### src/rtl/shared_mem_arbiter_pkg.sv
// Shared definitions for the multi-core data-memory arbiter: FSM encodings and sizing helpers.
package shared_mem_arbiter_pkg;

   typedef enum logic [2:0] {
      ST_IDLE   = 3'b001,
      ST_ACCESS = 3'b010,
      ST_DONE   = 3'b100
   } state_t;

   localparam int MAX_CORES = 8;

   // Core index width for 2..MAX_CORES requesters.
   function automatic int idx_w(input int n);
      return (n <= 2) ? 1 : (n <= 4) ? 2 : $clog2(MAX_CORES);
   endfunction

endpackage

### src/rtl/shared_mem_arbiter_rr_pick.sv
// Combinational round-robin picker: rotate eligible by prio, take the first set bit, un-rotate.
module shared_mem_arbiter_rr_pick
   import shared_mem_arbiter_pkg::*;
#(
   parameter int N  = 4,
   parameter int IW = idx_w(N)
) (
   input  logic [N-1:0]  i_eligible,
   input  logic [IW-1:0] i_prio,
   output logic          o_found,
   output logic [IW-1:0] o_idx
);

   logic [N-1:0] w_rot;

   // prio is always < N, so one conditional subtract is a full modulo.
   function automatic int wrap(input int v);
      return (v >= N) ? v - N : v;
   endfunction

   always_comb begin
      w_rot   = '0;
      o_found = 1'b0;
      o_idx   = '0;
      for (int k = 0; k < N; k++) begin
         w_rot[k] = i_eligible[wrap(int'(i_prio) + k)];
      end
      for (int k = N - 1; k >= 0; k--) begin
         if (w_rot[k]) begin
            o_found = 1'b1;
            o_idx   = IW'(wrap(int'(i_prio) + k));
         end
      end
   end

endmodule

### src/rtl/shared_mem_arbiter.sv
// Round-robin arbiter sharing one synchronous single-port RAM between NUM_CORES cores,
// one complete access (grant, access, done, ack) per grant.
module shared_mem_arbiter
   import shared_mem_arbiter_pkg::*;
#(
   parameter int NUM_CORES  = 4,
   parameter int ADDR_WIDTH = 32,
   parameter int DATA_WIDTH = 32
) (
   input  logic                             i_clk,
   input  logic                             i_reset,
   input  logic [NUM_CORES-1:0]             i_req,
   input  logic [NUM_CORES-1:0]             i_req_we,
   input  logic [NUM_CORES*ADDR_WIDTH-1:0]  i_req_addr,
   input  logic [NUM_CORES*DATA_WIDTH-1:0]  i_req_wdata,
   output logic [NUM_CORES-1:0]             o_gnt,
   output logic [NUM_CORES-1:0]             o_ack,
   output logic [DATA_WIDTH-1:0]            o_rdata,
   output logic [ADDR_WIDTH-1:0]            o_mem_addr,
   output logic [DATA_WIDTH-1:0]            o_mem_wdata,
   output logic                             o_mem_we,
   input  logic [DATA_WIDTH-1:0]            i_mem_rdata
);

   localparam int IW = idx_w(NUM_CORES);

   typedef struct packed {
      logic                  we;
      logic [ADDR_WIDTH-1:0] addr;
      logic [DATA_WIDTH-1:0] wdata;
   } mem_req_t;

   state_t                 r_state, w_state_nxt;
   logic                   w_illegal;
   logic [NUM_CORES-1:0]   r_gnt, r_ack;
   logic [DATA_WIDTH-1:0]  r_rdata;
   logic [IW-1:0]          r_owner, r_prio;
   mem_req_t               r_req, w_sel;
   logic [NUM_CORES-1:0]   w_eligible;
   logic                   w_found;
   logic [IW-1:0]          w_pick;

   function automatic logic [NUM_CORES-1:0] onehot(input logic [IW-1:0] idx);
      logic [NUM_CORES-1:0] v;
      v      = '0;
      v[idx] = 1'b1;
      return v;
   endfunction

   // A core acked this cycle is still holding req; it must not win again immediately.
   assign w_eligible = i_req & ~r_ack;

   shared_mem_arbiter_rr_pick #(.N(NUM_CORES), .IW(IW)) u_pick (
      .i_eligible (w_eligible),
      .i_prio     (r_prio),
      .o_found    (w_found),
      .o_idx      (w_pick)
   );

   assign w_sel.we    = i_req_we[w_pick];
   assign w_sel.addr  = i_req_addr[int'(w_pick)*ADDR_WIDTH +: ADDR_WIDTH];
   assign w_sel.wdata = i_req_wdata[int'(w_pick)*DATA_WIDTH +: DATA_WIDTH];

   always_ff @(posedge i_clk) begin
      if (!i_reset) r_state <= ST_IDLE;
      else          r_state <= w_state_nxt;
   end

   always_comb begin
      w_state_nxt = ST_IDLE;
      w_illegal   = 1'b0;
      case (r_state)
         ST_IDLE:   w_state_nxt = w_found ? ST_ACCESS : ST_IDLE;
         ST_ACCESS: w_state_nxt = ST_DONE;
         ST_DONE:   w_state_nxt = ST_IDLE;
         default:   w_illegal   = 1'b1;
      endcase
   end

   // A corrupted state register is treated exactly like a reset.
   always_ff @(posedge i_clk) begin
      if (!i_reset || w_illegal) begin
         r_gnt   <= '0;
         r_ack   <= '0;
         r_rdata <= '0;
         r_owner <= '0;
         r_prio  <= '0;
         r_req   <= '0;
      end else begin
         r_ack <= '0;
         case (r_state)
            ST_IDLE: begin
               if (w_found) begin
                  r_owner <= w_pick;
                  r_req   <= w_sel;
                  r_gnt   <= onehot(w_pick);
               end
            end
            ST_DONE: begin
               if (!r_req.we) r_rdata <= i_mem_rdata;
               r_ack  <= onehot(r_owner);
               r_gnt  <= '0;
               r_prio <= (r_owner == IW'(NUM_CORES - 1)) ? '0 : r_owner + 1'b1;
            end
            default: ;
         endcase
      end
   end

   assign o_gnt       = r_gnt;
   assign o_ack       = r_ack;
   assign o_rdata     = r_rdata;
   assign o_mem_addr  = r_req.addr;
   assign o_mem_wdata = r_req.wdata;
   // Gated by reset so a reset landing mid-access never commits the write.
   assign o_mem_we    = (r_state == ST_ACCESS) && r_req.we && i_reset;

endmodule

### config.mk
export PLATFORM = sky130hd
export DESIGN_NAME = shared_mem_arbiter
export DESIGN_NICKNAME = d
export VERILOG_FILES = /design/src/rtl/shared_mem_arbiter_pkg.sv /design/src/rtl/shared_mem_arbiter_rr_pick.sv /design/src/rtl/shared_mem_arbiter.sv
export SDC_FILE = /design/constraint.sdc
export NUM_CORES = 1
export LEC_CHECK = 0
export ABC_AREA = 1
export BUFFER_PORTS_ARGS = -buffer_cell sky130_fd_sc_hd__buf_2
export CAP_MARGIN = 20
export CORE_AREA = 2 2 157 159
export DETAILED_ROUTE_END_ITERATION = 10
export DIE_AREA = 0 0 159 161
export PLACE_DENSITY = 0.63
export SYNTH_ARGS = -nofsm -noshare
export SYNTH_HDL_FRONTEND = slang
export SYNTH_HIERARCHICAL = 1
export SYNTH_SLANG_ARGS = --single-unit
### constraint.sdc
create_clock -name i_clk -period 5 [get_ports i_clk]
set_input_delay 0.25 -clock i_clk [delete_from_list [all_inputs] [get_ports i_clk]]
set_output_delay 0.25 -clock i_clk [all_outputs]
set_load 0.1 [all_outputs]
Yosys cells after proc, flatten, opt, wreduce, memory -nomap -nowiden:

Cells that the tools add are included.

* output and inout port bits: 105
* logic and storage cells: 88
* input port bits: 298
* bits in registers: 112

* reduce and logical (&&, ||, !) cells: 12
* shift operators: 2
* magnitude comparators: 12
* equal/unequal tests: 5
* multiplexer cells: 36
* add/sub/neg operators: 8
* bitwise logic cells: 4

Operator list (number)
* $shiftx 128x8->32: 2
* $lt 32x4->1 const B: 4
* $mux 32: 4
* $ge 32x4->1 const B: 3
* $sub 32x4->32 const B: 3
* $mux 1: 16
* $mux 2: 6
* $bmux 1 s2: 5
* $pmux 4 s2: 1
* $add 2x2->3 const B: 2
* $lt 2x3->1 const B: 2
* $pmux 3 s2: 1
* $reduce_and 2->1: 3
* $and 4x4->4: 1
* $demux 1 s2: 2
* $ge 2x1->1 const B: 2
* $logic_and 1x1->1: 4
* $mux 4: 1
* $not 4->4: 1
* $sub 2x3->4 const B: 1
* $add 2x1->3 const B: 1
* $eq 3x1->1 const B: 1
* $eq 3x2->1 const B: 1
* $eq 3x3->1 const B: 1
* 10 further kinds: 11

Longest topological paths before layout:

Gate-level depths: netlist of the first run.

* depth after elaboration: 16
* gate-level depth with buffers: 21

Cells and area by module:

The synthesis of the first run kept the hierarchy.

Modules (own cells, without submodules)
* shared_mem_arbiter: area an instance 7536.0 um^2, times used 1, sequential area each 2242.2 um^2, cells each 1406
* shared_mem_arbiter_rr_pick: area an instance 212.7 um^2, times used 1, sequential area each 0.0 um^2, cells each 46

Least setup slack after synthesis of the first run:

Ideal clock, no wire load.

* path type: reg-to-reg
* start: register r_ack[3] (netlist: o_ack[3])
* end: register r_req, in the netlist o_mem_addr[20]
* path slack: 2457 ps
* cell stages (with the launch flop): 20
* arrival time: 2431 ps
* path buffers: 3
* period minus slack after synthesis: 2543 ps
* cell sequence: dfxtp_1 > nor2_1 > inv_1 > nand2_2 > and2_4 > nand2_2 > nand2_2 > clkinv_2 > nand3_1 > nand2_1 > buf_2 > inv_2 > buf_4 > buf_2 > nand2_1 > nand2_1 > nand2_1 > nand2_1 > nor2_1 > nor2_1

* cells in the longest elaborated chain, start to end: 10
* elaborated cells between the ends (all ways): 24

Ends and longest elaborated chain
* from (decl): RTL line shared_mem_arbiter.sv:35 `logic [NUM_CORES-1:0] r_gnt, r_ack;`
* from (signal assigned): RTL line shared_mem_arbiter.sv:101 `r_ack <= onehot(r_owner);`
* $not 4->4 (*): RTL line shared_mem_arbiter.sv:51 `assign w_eligible = i_req & ~r_ack;`
* $and 4x4->4 (*): RTL line shared_mem_arbiter.sv:51
* via w_eligible[3]: RTL line shared_mem_arbiter.sv:39 `logic [NUM_CORES-1:0] w_eligible;`
* $bmux 1 s2: RTL line shared_mem_arbiter_rr_pick.sv:26 `w_rot[k] = i_eligible[wrap(int'(i_prio) + k)];`
* $mux 1 (implied by the code) (2 in a row): RTL line shared_mem_arbiter_rr_pick.sv:26
* $mux 2 (3 in a row): RTL line shared_mem_arbiter_rr_pick.sv:29 `if (w_rot[k]) begin`
* $mux 2 (*): RTL line shared_mem_arbiter_rr_pick.sv:29
* via w_pick[0]: RTL line shared_mem_arbiter.sv:41 `logic [IW-1:0] w_pick;`
* $shiftx 128x8->32 (*): RTL line shared_mem_arbiter.sv:61 `assign w_sel.addr = i_req_addr[int'(w_pick)*ADDR_WIDTH +: ADDR_WIDTH];`
* to (signal assigned): RTL line shared_mem_arbiter.sv:95 `r_req <= w_sel;`
* to (decl): RTL line shared_mem_arbiter.sv:38 `mem_req_t r_req, w_sel;`

Mark *: on every way through the listed nets, which the timed path passes. The rest lies on a longest branch. The select of a mux whose other input is x is not followed.
A chain may end at the register's enable or synchronous reset.

Worst setup path in the final report of the first run:

* start: register r_prio[0]
* end: register r_req, in the netlist o_mem_addr[14]

* cells in the longest elaborated chain, start to end: 11
* elaborated cells between the ends (all ways): 37

Ends and longest elaborated chain
* from (decl): RTL line shared_mem_arbiter.sv:37 `logic [IW-1:0] r_owner, r_prio;`
* from (signal assigned): RTL line shared_mem_arbiter.sv:103 `r_prio <= (r_owner == IW'(NUM_CORES - 1)) ? '0 : r_owner + 1'b1;`
* $add 2x2->3: RTL line shared_mem_arbiter_rr_pick.sv:26, shared_mem_arbiter_rr_pick.sv:31
* $sub 32x4->32 / $ge 32x4->1 (equally long branches): RTL line shared_mem_arbiter_rr_pick.sv:18 `return (v >= N) ? v - N : v;`
* $mux 32: RTL line shared_mem_arbiter_rr_pick.sv:18
* $bmux 1 s2: RTL line shared_mem_arbiter_rr_pick.sv:26
* $mux 1 (implied by the code) (2 in a row): RTL line shared_mem_arbiter_rr_pick.sv:26
* $mux 2 (3 in a row): RTL line shared_mem_arbiter_rr_pick.sv:29
* $mux 2 (*): RTL line shared_mem_arbiter_rr_pick.sv:29
* via w_pick[0]: RTL line shared_mem_arbiter.sv:41
* $shiftx 128x8->32 (*): RTL line shared_mem_arbiter.sv:61

Marks and branches as above.

==> results of run 1 <==
[power by group through the flow]
stage          Sequential [mW]  Clock (mW)  Combinational, mW
4_1_cts                   1.08       0.769               1.84
6_report                  1.08       0.734               1.82
2_1_floorplan             1.11           0               1.59
3_5_place_dp              1.10           0               1.83
5_1_grt                   1.09       0.808               1.98
3_3_place_gp              1.09           0               1.83
[layout make-up]
class                   count  area [µm²]  area share [%]
multi-input cells        1038        4070            41.8
repair buffers            410        2100            21.6
well taps                 324         405            4.17
clock buffers               9         225            2.32
clock inverters             7        77.6           0.798
inverters                 161         608            6.25
flip-flops and latches    112        2240            23.1
[logic make-up after synthesis]
group / count (synthesis) / synth area share [%]
flops: 112 / 28.9
buf+inv: 302 / 18.9
simple gates: 992 / 48.7
fa+ha+maj: 4 / 0.646
compound gates: 42 / 2.79
[flip-flops by register name, indices dropped and copies added, names as in the netlist]
name,cells
o_mem_addr,32
r_owner,2
o_gnt,4
r_prio,2
o_mem_wdata,32
o_ack,4
o_rdata,32
r_req,1
r_state,3
[cell usage in the layout (no fill, tap or decap), drive strengths merged]
master    netlist  routed
nand2         822     822
buf           112     410
inv           160     162
nor2          151     151
dfxtp         112     112
o21ai          36      36
nand3          17      17
clkbuf         29       9
a21oi           5       5
clkinv          1       5
ha              4       4
nand4           1       1
clkinvlp        0       1
and2            1       1
a21boi          1       1
[metrics by stage]
stage	setup slack, ns	instance area [µm²]	cells
after floorplan	2.46	7750	1452
after global placement	1.73	9400	2044
after detailed placement	1.72	9400	2044
after CTS	1.70	9710	2060
after global routing	1.28	9730	2061
final	1.70	9730	2061
[per-layer routing]
| layer | global-route usage [%] | vias up | part of all wire (%) |
|---|---|---|---|
| met2 | 33.7 | 286 | 49 |
| met5 | 0 | - | 0 |
| met3 | 3.88 | 25 | 6.1 |
| met4 | 4.63 | 0 | 1.7 |
| met1 | 22.9 | 3700 | 43 |
| li1 | - | 4698 | - |
[worst max path at each step]
stage / startpoint / to / slack (ns)
finish: r_prio[0] / o_mem_addr[14] / 1.70
global route: r_prio[0] / o_mem_wdata[24] / 1.28
CTS: r_prio[0] / o_mem_addr[14] / 1.70
detailed placement: r_prio[0] / o_mem_addr[6] / 1.72
global placement: r_prio[0] / o_mem_addr[18] / 1.73
floorplan: o_ack[3] / o_mem_addr[20] / 2.46
[worst min-delay path: stages]
cell and delay [ns]:
buf_2 0.09, inv_1 0.04, o21ai_0 0.07, nand2_1 0.06, inv_1 0.03
[Yosys cell counts (2+ instances only)]
cell type and n:
nand2_1 819, inv_1 158, nor2_1 150, dfxtp_1 112
buf_4 74, buf_2 34, o21ai_0 34, clkbuf_1 29
nand3_1 14, a21oi_1 5, ha_1 4, buf_1 3
nand2_2 3, nand3_2 3, inv_2 2
==> flow_summary.ini, run 1 <==
[die]
start_util_pct = 32.3
die_h_um = 161
row_count = 57
dieArea_um2 = 25600
pin_count = 403
fp.dieW_um = 159
core_um2 = 24000

[pwr]
p_sw_mw = 1.87
ir_drop_mv = 0.159
power_switching_share_pct = 51.5
powerDensity_nw_per_um2 = 373
total_power_mw = 3.63
power_leakage_nw = 6.18
power.internal_mw = 1.76
power_frac_comb_pct = 50.1
power_frac_clock_pct = 20.2
seqPwrFrac_pct = 29.6

[timing]
timing.final.hold_violations = 0
fin_worst_skew_ns = 0.0123
drv_slew = 0
worstMarginPinSlew_ns = 0.802
maxSlewHeadroom_pct = 46.5
fmax_mhz = 303
whs_ns = 0.212
fin_crit_ns = 3.30
period_share_pct = 66.0
setup_tns_ns = 0
setup_viol = 0
rsz0062_at_grt = no

[critical_path]
regToRegSetupSlack_ns = 1.70
critPathCaptureType = register
worstPathBufferInverterCount = 4
rr_worst_depth = 16
critPathMaxStageDelay_ns = 0.72
worstPathArrival_ns = 3.58
path_depth = 16
required_ns = 5.28
path_class = reg2reg
critPathMaxFanout = 71
cp_common_cell = nand2_1
cpLargestDelayFamily = buffers and inverters
start_kind = register
worstReg2RegStart = r_prio[0]
worst_r2r_endpoint = o_mem_addr[14]
crit_slowest_cell = inv_4
crit_chain = inv_1 -> nand2_1 -> and2_4 -> nand2_2 -> nand2_2 -> clkinv_2 -> nand3_1 -> nand2_4 -> inv_4 -> buf_4 -> nand2_1 -> nand2_1 -> nand2_1 -> nand2_1 -> nor2_1 -> nor2_1

[synth]
synth_seq_cells = 112
syn_inst = 1452
ys_async_sr_fraction_pct = 0
syn_avg_cell_area_um2 = 5.34
synth.distinct_cells = 23
synth_nets = 1754
synth-main-ff-cell = dfxtp_1
synth_area_leader_cell = nand2_1
yosys-top-cells-area = nand2_1 (40%), dfxtp_1 (29%), inv_1 (7.7%), nor2_1 (7.3%), buf_4 (7.2%)
yosysWarningCount = 6
synth_top_area_share_pct = 39.7
syn-cell-area_um2 = 7750
synth_edf_count = 0
yosysSeqAreaShare_pct = 28.9

[placed_design]
numPortBuffers = 402
routabilityCongestion = 0.890
hpwl_um = 18800

[routing]
wl_per_cell_um = 12.1
drt-initial-drc-count = 454
via_per_inst = 4.23
antenna_left = 0
finalWirelength_um = 25000
drc = 0
dr_total_vias = 8709
drtPass1Iterations = 4

[clocking]
cts_buffers = 9
post_cts_buffers = 0
cts-htree-levels = 3
cts_tree = done
postCtsHoldBufs = 0
path_clk_slew_ns = 0.09
clock-sinks = 112
cts_root_buffer = clkbuf_16
cts_buffer_depth = 2
postCtsResizedCells = 0
clkLatencyLatePin_ns = 0.35

[worst_hold_path]
holdCritPathClass = in2reg
hp-start = i_mem_rdata[28]
holdPathStages = 5
hold_end = o_rdata[28]

[global_route]
overflow = 0
grt_pass1_vias = 7808
grt_usage_pct = 18.7
antenna_found_initial = 0
grt_pass1_wl_um = 39100
grt_max_degree = 137

[flow_run]
drv_cap = 0

[layout]
fillers = 2755
areaGrowthSynthToFinish_pct = 25.5
n_antenna_cell = 0
layout-drive-gt1-share_pct = 25.4
fin_util_pct = 40.6
nNetsFinal = 2034

[status]
status = finished, final reports clean
Note: power is estimated with default switching activity, not from simulation.
==> run 2: changes to the inputs <==
--- a/config.mk
+++ b/config.mk
@@ -5,13 +5,13 @@
 export SDC_FILE = /design/constraint.sdc
 export NUM_CORES = 1
 export LEC_CHECK = 0
-export ABC_AREA = 1
+export ABC_AREA = 0
 export BUFFER_PORTS_ARGS = -buffer_cell sky130_fd_sc_hd__buf_2
 export CAP_MARGIN = 20
-export CORE_AREA = 2 2 157 159
+export CORE_AREA = 2 2 158 160
 export DETAILED_ROUTE_END_ITERATION = 10
-export DIE_AREA = 0 0 159 161
-export PLACE_DENSITY = 0.63
+export DIE_AREA = 0 0 160 162
+export PLACE_DENSITY = 0.57
 export SYNTH_ARGS = -nofsm -noshare
 export SYNTH_HDL_FRONTEND = slang
 export SYNTH_HIERARCHICAL = 1
==> constraint.sdc (replaced) <==
create_clock -name i_clk -period 3.4 [get_ports i_clk]
set_input_delay 0.17 -clock i_clk [delete_from_list [all_inputs] [get_ports i_clk]]
set_output_delay 0.17 -clock i_clk [all_outputs]
set_load 0.1 [all_outputs]
==> run 2 against run 1 <==
Net effect: core utilization fell by 4.7 points; first-iteration DRC count fell by 44%; non-clock buffer count rose by 3; sequential power rose by 43%; critical endpoint is now o_mem_addr[29]; fmax rose by 14%; largest cell class unchanged.
==> flow_summary.ini, run 2 <==
[critical_path]
crit_slowest_cell = nor2_4
critPathMaxFanout = 39
worstPathBufferInverterCount = 1
critPathCaptureType = register
worstPathArrival_ns = 3.10
cpLargestDelayFamily = simple AND/OR/NAND/NOR gates
critPathMaxStageDelay_ns = 0.74
required_ns = 3.60
start_kind = register
path_class = reg2reg
crit_chain = nor2b_1 -> nand2b_1 -> a211oi_1 -> nor2_4 -> buf_4 -> mux4_2 -> nor2_1 -> nor3_1

[global_route]
grt_usage_pct = 15.6
antenna_found_initial = 3
grt_pass1_vias = 5779
overflow = 0
grt_max_degree = 107
grt_pass1_wl_um = 32100

[clocking]
clock-sinks = 112
cts_buffer_depth = 2
cts_root_buffer = clkbuf_16
clkLatencyLatePin_ns = 0.35
path_clk_slew_ns = 0.08
cts_buffers = 9
cts_tree = done
postCtsHoldBufs = 0
postCtsResizedCells = 0
post_cts_buffers = 0
cts-htree-levels = 3

[timing]
drv_slew = 0
worstMarginPinSlew_ns = 0.984
setup_viol = 0
timing.final.ws_setup_ns = 0.503
maxSlewHeadroom_pct = 34.3
fin_worst_skew_ns = 0.0126
rsz0062_at_grt = no
period_share_pct = 85.2
fmax_mhz = 345
fin_crit_ns = 2.90
timing.final.hold_violations = 0
setup_tns_ns = 0

[synth]
synth_top_area_share_pct = 34.0
yosys-top-cells-area = dfxtp_1 (34%), mux4_2 (22%), buf_4 (8.3%), nor3b_2 (6.6%), mux2i_1 (5.6%)
synth_nets = 924
syn_inst = 622
yosysWarningCount = 6
synth_most_common_cell = dfxtp_1
ys_async_sr_fraction_pct = 0
synth_common_cells = dfxtp_1 (112), buf_4 (73), nor2_1 (70)
syn_avg_cell_area_um2 = 10.6
yosysSeqAreaShare_pct = 34.0
synth.distinct_cells = 33
syn-cell-area_um2 = 6590
synth_edf_count = 0
synth_area_leader_cell = dfxtp_1
synth-main-ff-cell = dfxtp_1
synth_seq_cells = 112

[die]
fp.dieW_um = 160
pin_count = 403
row_count = 57
dieArea_um2 = 25900
core_um2 = 24100
die_h_um = 162
start_util_pct = 27.3

[placed_design]
numPortBuffers = 402
routabilityCongestion = 0.836
place_area_um2 = 8370
preCtsSetupSlack_ns = 0.463
hpwl_um = 15900
dp.cells = 1236

[layout]
nNetsFinal = 1225
fin_util_pct = 35.9
stdcell_area_um2 = 8650
mostFrequentLayoutCell = buf_2
areaGrowthSynthToFinish_pct = 31.3
final_cell_mix = buf_2 (402), dfxtp_1 (112), nor2_1 (69)
layout-drive-gt1-share_pct = 57.9
final-instance-count-excl-fill = 1253

[routing]
dr_total_vias = 5837
finalWirelength_um = 20800
drc = 0
via_per_inst = 4.66
drt-initial-drc-count = 252
wl_per_cell_um = 16.6
antenna_left = 0
drtPass1Iterations = 4

[worst_hold_path]
holdCritPathClass = in2reg

[flow_run]
drv_cap = 0

[pwr]
power_leakage_nw = 3.76
powerDensity_nw_per_um2 = 545
ir_drop_mv = 0.263

[status]
status = finished, final reports clean
## run 2: changes by cell type in the layout (fill, tap and decap cells not counted), sizes merged, moves of 3 or more
cell   previous run  this run
nand2           822         7
inv             162         6
nor2            151        70
mux4              0        65
nor3              0        65
nor3b             0        38
mux2i             0        37
o21ai            36        66
nand3            17         1
and3              0         5
nor2b             0         5
buf             410       413
## run 2: logic make-up (layout without fill, tap and decap cells)
logic type / after synthesis / in the layout / synth area share (%)
adders and majority gates: 4 / 4 / 0.760
xor gates and xnor gates: 1 / 1 / 0.133
DFF: 112 / 112 / 34.0
muxes: 102 / 102 / 27.8
buffers and inverters: 126 / 432 / 12.3
AOI/OAI and AO/OA: 74 / 74 / 5.78
other: 0 / 1 / 0
and+or+nand+nor: 203 / 203 / 19.2
## run 2: final timing paths
check,start,cells past startpoint,end,slack [ns]
setup reg to reg,o_ack[3],8,o_mem_addr[29],0.50
hold / removal,i_mem_rdata[29],3,o_rdata[29],0.14
setup / recovery,o_ack[3],8,o_mem_addr[29],0.50
hold reg to reg,o_gnt[0],2,o_gnt[0],0.45
## run 2: per-layer routing
layer  GRT usage, %  wire length, µm  share of wire (%)  up-vias
met4           4.55              379                1.8        2
met5              0               13              0.063        -
li1               -                -                  -     2793
met1           19.1             8610                 41     2776
met3           3.73             1330                6.4       18
met2           27.4            10500                 50      248
## run 2: worst reg2reg max path: cells and delay by family, from the launching register on
kind / cells / cell delay [ns]
and+or+nand+nor: 5 / 1.30
AOI/OAI and AO/OA: 1 / 0.10
muxes: 1 / 0.43
DFF: 1 / 0.31
buffers and inverters: 1 / 0.62
## run 2: report_power, final
group / switching [mW] / internal (mW)
logic: 1.63 / 0.522
clock network: 0.508 / 0.503
registers: 0.0823 / 1.46
## run 2: layout make-up
class | count | area [µm²]
Fill cell | 2543 | 15500
Multi-Input combinational cell | 384 | 3590
Clock inverter | 6 | 41.3
Sequential cell | 112 | 2240
Inverter | 3 | 11.3
Tap cell | 324 | 405
Timing Repair Buffer | 413 | 2120
Clock buffer | 10 | 229
Antenna cell | 1 | 2.50
## run 2: metrics by stage
stage | power (mW) | hold slack (ns)
final | 4.71 | 0.141
after floorplan | 3.44 | 0.392
after CTS | 4.78 | 0.119
after global routing | 4.94 | 0.136
after global placement | 3.74 | 0.437
after detailed placement | 3.75 | 0.445
